**src/rtl/pong_pkg.sv**
```systemverilog
// Shared encodings and widths for the Pong match controller and its frame counter.
package pong_pkg;
    localparam int SCORE_W = 4;
    localparam int FCNT_W  = 8;

    localparam logic [2:0] ST_IDLE      = 3'd0;
    localparam logic [2:0] ST_SERVE     = 3'd1;
    localparam logic [2:0] ST_PLAY      = 3'd2;
    localparam logic [2:0] ST_POINT     = 3'd3;
    localparam logic [2:0] ST_GAME_OVER = 3'd4;

    localparam logic [1:0] WIN_NONE  = 2'b00;
    localparam logic [1:0] WIN_LEFT  = 2'b01;
    localparam logic [1:0] WIN_RIGHT = 2'b10;

    // Score increment that sticks at the winning score.
    function automatic logic [SCORE_W-1:0] sat_inc(input logic [SCORE_W-1:0] s,
                                                   input logic [SCORE_W-1:0] lim);
        return (s >= lim) ? s : s + SCORE_W'(1);
    endfunction
endpackage

```
**src/rtl/frame_delay_counter.sv**
```systemverilog
// Counts frame ticks; done pulses combinationally on the tick that reaches target,
// so the owner can change state on that very edge.
module frame_delay_counter
    import pong_pkg::*;
(
    input  logic              clock,
    input  logic              reset,
    input  logic              clear,
    input  logic              frame_tick,
    input  logic [FCNT_W-1:0] target,
    output logic              done
);
    logic [FCNT_W-1:0] cnt_q, cnt_d;

    // Must not depend on clear: clear is derived from the transition done causes.
    assign done = frame_tick && (cnt_q == target - FCNT_W'(1));

    always_comb begin
        cnt_d = cnt_q;
        if (clear)
            cnt_d = '0;
        else if (frame_tick)
            cnt_d = cnt_q + FCNT_W'(1);
    end

    always_ff @(posedge clock) begin
        if (!reset)
            cnt_q <= '0;
        else
            cnt_q <= cnt_d;
    end
endmodule

```
**src/rtl/pong_match_controller.sv**
```systemverilog
// Match sequencer: game FSM, scores, serve direction, winner and start-button edge detect.
// Outputs are registered from next-state so they track `state` with no extra lag.
module pong_match_controller
    import pong_pkg::*;
#(
    parameter int WIN_SCORE    = 5,
    parameter int SERVE_FRAMES = 60,
    parameter int POINT_FRAMES = 90
) (
    input  logic               clock,
    input  logic               reset,
    input  logic               frame_tick,
    input  logic               start_btn,
    input  logic               miss_left,
    input  logic               miss_right,
    output logic               entity_reset,
    output logic               play_enable,
    output logic               serve_dir,
    output logic [SCORE_W-1:0] score_left,
    output logic [SCORE_W-1:0] score_right,
    output logic [1:0]         winner,
    output logic [2:0]         state
);
    localparam logic [SCORE_W-1:0] WIN_S   = SCORE_W'(WIN_SCORE);
    localparam logic [FCNT_W-1:0]  SERVE_T = FCNT_W'(SERVE_FRAMES);
    localparam logic [FCNT_W-1:0]  POINT_T = FCNT_W'(POINT_FRAMES);

    logic               start_q, start_prev_q;
    logic [2:0]         state_q, state_d;
    logic               serve_q, serve_d;
    logic [SCORE_W-1:0] sl_q, sl_d, sr_q, sr_d;
    logic [1:0]         win_q, win_d;
    logic               ent_q, play_q;
    logic               press, cnt_tick, cnt_clear, cnt_done;
    logic [FCNT_W-1:0]  cnt_target;

    assign press      = start_prev_q & ~start_q;
    assign cnt_tick   = frame_tick & ((state_q == ST_SERVE) | (state_q == ST_POINT));
    assign cnt_target = (state_q == ST_SERVE) ? SERVE_T : POINT_T;
    assign cnt_clear  = (state_d != state_q);

    frame_delay_counter u_delay (
        .clock      (clock),
        .reset      (reset),
        .clear      (cnt_clear),
        .frame_tick (cnt_tick),
        .target     (cnt_target),
        .done       (cnt_done)
    );

    always_comb begin
        state_d = state_q;
        serve_d = serve_q;
        sl_d    = sl_q;
        sr_d    = sr_q;
        win_d   = win_q;
        case (state_q)
            ST_IDLE, ST_GAME_OVER: begin
                if (press) begin
                    sl_d    = '0;
                    sr_d    = '0;
                    win_d   = WIN_NONE;
                    serve_d = 1'b1;
                    state_d = ST_SERVE;
                end
            end
            ST_SERVE: if (cnt_done) state_d = ST_PLAY;
            ST_PLAY: begin
                if (miss_left && miss_right) begin
                    state_d = ST_POINT;
                end else if (miss_left) begin
                    sr_d    = sat_inc(sr_q, WIN_S);
                    serve_d = 1'b0;
                    state_d = ST_POINT;
                end else if (miss_right) begin
                    sl_d    = sat_inc(sl_q, WIN_S);
                    serve_d = 1'b1;
                    state_d = ST_POINT;
                end
            end
            ST_POINT: begin
                if (cnt_done) begin
                    if (sl_q == WIN_S) begin
                        win_d   = WIN_LEFT;
                        state_d = ST_GAME_OVER;
                    end else if (sr_q == WIN_S) begin
                        win_d   = WIN_RIGHT;
                        state_d = ST_GAME_OVER;
                    end else begin
                        state_d = ST_SERVE;
                    end
                end
            end
            default: state_d = ST_IDLE;
        endcase
    end

    always_ff @(posedge clock) begin
        if (!reset) begin
            start_q      <= 1'b1;
            start_prev_q <= 1'b1;
            state_q      <= ST_IDLE;
            serve_q      <= 1'b1;
            sl_q         <= '0;
            sr_q         <= '0;
            win_q        <= WIN_NONE;
            ent_q        <= 1'b0;
            play_q       <= 1'b0;
        end else begin
            start_q      <= start_btn;
            start_prev_q <= start_q;
            state_q      <= state_d;
            serve_q      <= serve_d;
            sl_q         <= sl_d;
            sr_q         <= sr_d;
            win_q        <= win_d;
            ent_q        <= (state_d == ST_SERVE) | (state_d == ST_PLAY);
            play_q       <= (state_d == ST_PLAY);
        end
    end

    assign entity_reset = ent_q;
    assign play_enable  = play_q;
    assign serve_dir    = serve_q;
    assign score_left   = sl_q;
    assign score_right  = sr_q;
    assign winner       = win_q;
    assign state        = state_q;
endmodule

```
**config.mk**
```make
export PLATFORM = sky130hd
export DESIGN_NAME = pong_match_controller
export DESIGN_NICKNAME = d
export VERILOG_FILES = /design/src/rtl/pong_pkg.sv /design/src/rtl/frame_delay_counter.sv /design/src/rtl/pong_match_controller.sv
export SDC_FILE = /design/constraint.sdc
export NUM_CORES = 1
export LEC_CHECK = 0
export ABC_AREA = 1
export CAP_MARGIN = 20
export CORE_ASPECT_RATIO = 1.1
export CORE_MARGIN = 2
export CORE_UTILIZATION = 45
export CTS_CLUSTER_SIZE = 20
export DETAILED_ROUTE_END_ITERATION = 10
export HOLD_SLACK_MARGIN = 0.02
export PLACE_DENSITY = 0.69
export SYNTH_ARGS = -nofsm -noshare
export SYNTH_HDL_FRONTEND = slang
export SYNTH_SLANG_ARGS = --single-unit
```
**constraint.sdc**
```tcl
create_clock -name clock -period 1.52 [get_ports clock]
set_input_delay 0.304 -clock clock [delete_from_list [all_inputs] [get_ports clock]]
set_output_delay 0.304 -clock clock [all_outputs]
set_load 0.05 [all_outputs]
```
==> flow_summary_export.csv <==
group,metric,value,unit
place,hpwl,2420,um
min_path,hold_start,"start_q",
place,place_area,1880,um^2
clocking,htree_levels,1,
drt,vias,1377,
min_path,hold_class,"reg2reg",
layout,multi_input_area,817,um^2
worst_setup_path,path_max_fanout,8,
layout,num_antenna_cells,0,
job,maxCapViolCount,0,
synth,yosysMostFrequentCell,"nand2_1",
drt,drc,0,
power,power_leakage,0.938,nW
floorplanning,dieHeight,61.0,um
worst_setup_path,reg2reg_depth,7,
layout,layout-drive-gt1-share,0.395,
drt,first_iter_violations,24,
synth,synth_top_area_frac,0.392,
power,power,1.40,mW
floorplanning,rows,20,
drt,wl_per_cell,12.8,um
timing,layout_min_cycle_time,1.51,ns
floorplanning,io_pins,22,
worst_setup_path,r2r-start,"state[0]",
clocking,clkTransAtPathRegs,0.14,ns
clocking,insertion_delay,0.34,ns
timing,setup_ws,0.0123,ns
layout,regArea,539,um^2
timing,rsz0062_at_grt,"true",
synth,syn-instance-count,186,
synth,async_flop_share,0,
layout,areaGrowthSynthToFinish,59.8,%
timing,setup_viol,0,
place,portBuffers,21,
worst_setup_path,required,1.77,ns
global_route,grt_usage,0.197,
clocking,hold_buffers,0,
floorplanning,core_region_area,2780,um^2
synth,synth_commonest_cells,"nand2_1 (36), inv_1 (29), dfxtp_1 (26), nor2_1 (26), nand3_1 (17)",
min_path,hold_depth,1,
synth,yosysWarningCount,0,
timing,holdWs,0.464,ns
synth,synth_top_area_cell,"dfxtp_1",
synth,syn_nets,199,
layout,nets,252,
global_route,antenna_found_initial,0,
timing,maxSlewHeadroom,0.855,
global_route,grt_use_met3,0.0405,
synth,syn_area,1330,um^2
timing,finalClockSkew,0.00647,ns
timing,finalCritPeriodShare,0.992,
outcome,run_status,"completed",
global_route,grt_busiest_layer,"met2",
synth,avgSynthCellArea,7.14,um^2
worst_setup_path,start_kind,"input pin",
global_route,grt_pass1_wl,5130,um
power,power_density,657,nW/um^2
drt,viasPerCell,5.08,
worst_setup_path,r2r_end,"u_delay.cnt_q[0]",
global_route,grtUsageMet1,0.198,
floorplanning,die_x,55.8,um
timing,fmax,663,MHz
synth,ys_seq_area_frac,0.392,
worst_setup_path,end_kind,"flip-flop",
drt,wirelength,3480,um
global_route,grt_pass1_vias,1284,
global_route,overflow,0,
synth,synth_edf_count,0,
drt,antenna_left,0,
layout,stdcell_count,271,
floorplanning,start_util,0.478,
clocking,root_buffer,"clkbuf_4",
worst_setup_path,rrSetupSlack,0.02,ns
place,routabilityCongestion,0.821,
floorplanning,dieArea,3400,um^2
layout,nFillCells,207,
global_route,grt_max_degree,16,
clocking,cts_sinks,26,
min_path,min_to,"start_prev_q",
synth,synthTopCellsByArea,"dfxtp_1 (39%), nand2_1 (10%), inv_1 (8.2%)",
layout,stdcell_area,2120,um^2
timing,worst_pin_slew,0.217,ns
timing,setup_tns,0,ns
place,dp_cells,260,
power,vdd_ir_drop_max,498,uV
synth,synth_cell_type_count,22,
clocking,numCtsBuffers,3,
synth,ys.flop_type,"dfxtp_1",
synth,ys_ff_latch,26,
clocking,cts_buffer_depth,2,
clocking,cts_tree,"done",
worst_setup_path,worst_ep_arrival_time,1.75,ns
global_route,grtUsageMet2,0.376,
timing,slew_viol_final,0,
timing,finalHoldViolCount,0,
drt,drt_pre_antenna_iters,4,
layout,finish.utilization,0.764,
worst_setup_path,crit_type,"in2reg",
place,dp_slack,-0.303,ns
-- area by class of cell --
class                      count  area share
clock buffer                   3      0.0106
clock inverter                 1      0.0141
inverter                      31      0.0572
multi-input combinational    129       0.385
sequential                    26       0.254
tap                           33      0.0194
timing repair buffer          48       0.260
-- repair_timing --
action                     4_1_cts  5_1_grt
setup buffers                    0        7
setup endpoints to repair       10       20
pin swaps                        0        5
gates resized for setup          5       39
-- worst max-delay path, cell delays in order --
cell             delay [ns]
clkdlybuf4s50_1        0.48
nand4_1                0.18
nor2_4                 0.19
nand3_4                0.13
nand2_2                0.09
nand4_1                0.14
nand3_4                0.18
nor2_1                 0.06
-- kinds of logic after synthesis --
group,Yosys count,synth area share
AND/OR/NAND/NOR,97,0.329
buffers and inverters,31,0.0876
flip-flops,26,0.392
AO/OA/AOI/OAI,17,0.0725
XOR/XNOR,7,0.0461
adder cells (fa/ha/maj),7,0.0659
multiplexers,1,0.00753
-- metal layers --
layer	routed length, um	vias to the layer above
li1	-	699
met1	1360	644
met2	1900	23
met3	107	11
met4	115	0
met5	0	-
-- flip-flops by register name, summed over array words and instances, names as in the netlist --
signal         cells
state              3
serve_dir          1
u_delay.cnt_q      8
score_left         4
start_prev_q       1
score_right        4
start_q            1
play_enable        1
winner             2
entity_reset       1
-- how the worst max path moves through the flow --
stage              startpoint  cells past startpoint               end
3_5_place_dp       frame_tick                      9  u_delay.cnt_q[1]
5_1_grt              state[0]                      8  u_delay.cnt_q[7]
2_1_floorplan        state[2]                     10     score_left[2]
4_1_cts        score_right[1]                     10  u_delay.cnt_q[1]
6_report           frame_tick                      8  u_delay.cnt_q[0]
3_3_place_gp       frame_tick                      9  u_delay.cnt_q[0]
-- power breakdown --
group,switching (mW),internal [mW]
clock,0.221,0.267
sequential,0.0120,0.691
combinational,0.113,0.0916
total,0.345,1.05
-- cells in the final DEF (no fill, tap or decap), drive strengths merged --
master / Yosys / layout
buf: 0 / 43
nand2: 36 / 36
inv: 31 / 31
nor2: 29 / 29
dfxtp: 26 / 26
nand3: 19 / 19
a21oi: 8 / 8
ha: 7 / 7
nand4: 6 / 6
xor2: 5 / 5
clkdlybuf4s50: 0 / 5
nor3: 5 / 5
o21ai: 5 / 5
clkbuf: 0 / 3
xnor2: 2 / 2
or2: 2 / 2
mux2i: 1 / 1
o211ai: 1 / 1
o21a: 1 / 1
o22ai: 1 / 1
o211a: 1 / 1
bufinv: 0 / 1
Note: power is estimated with default switching activity, not from simulation.
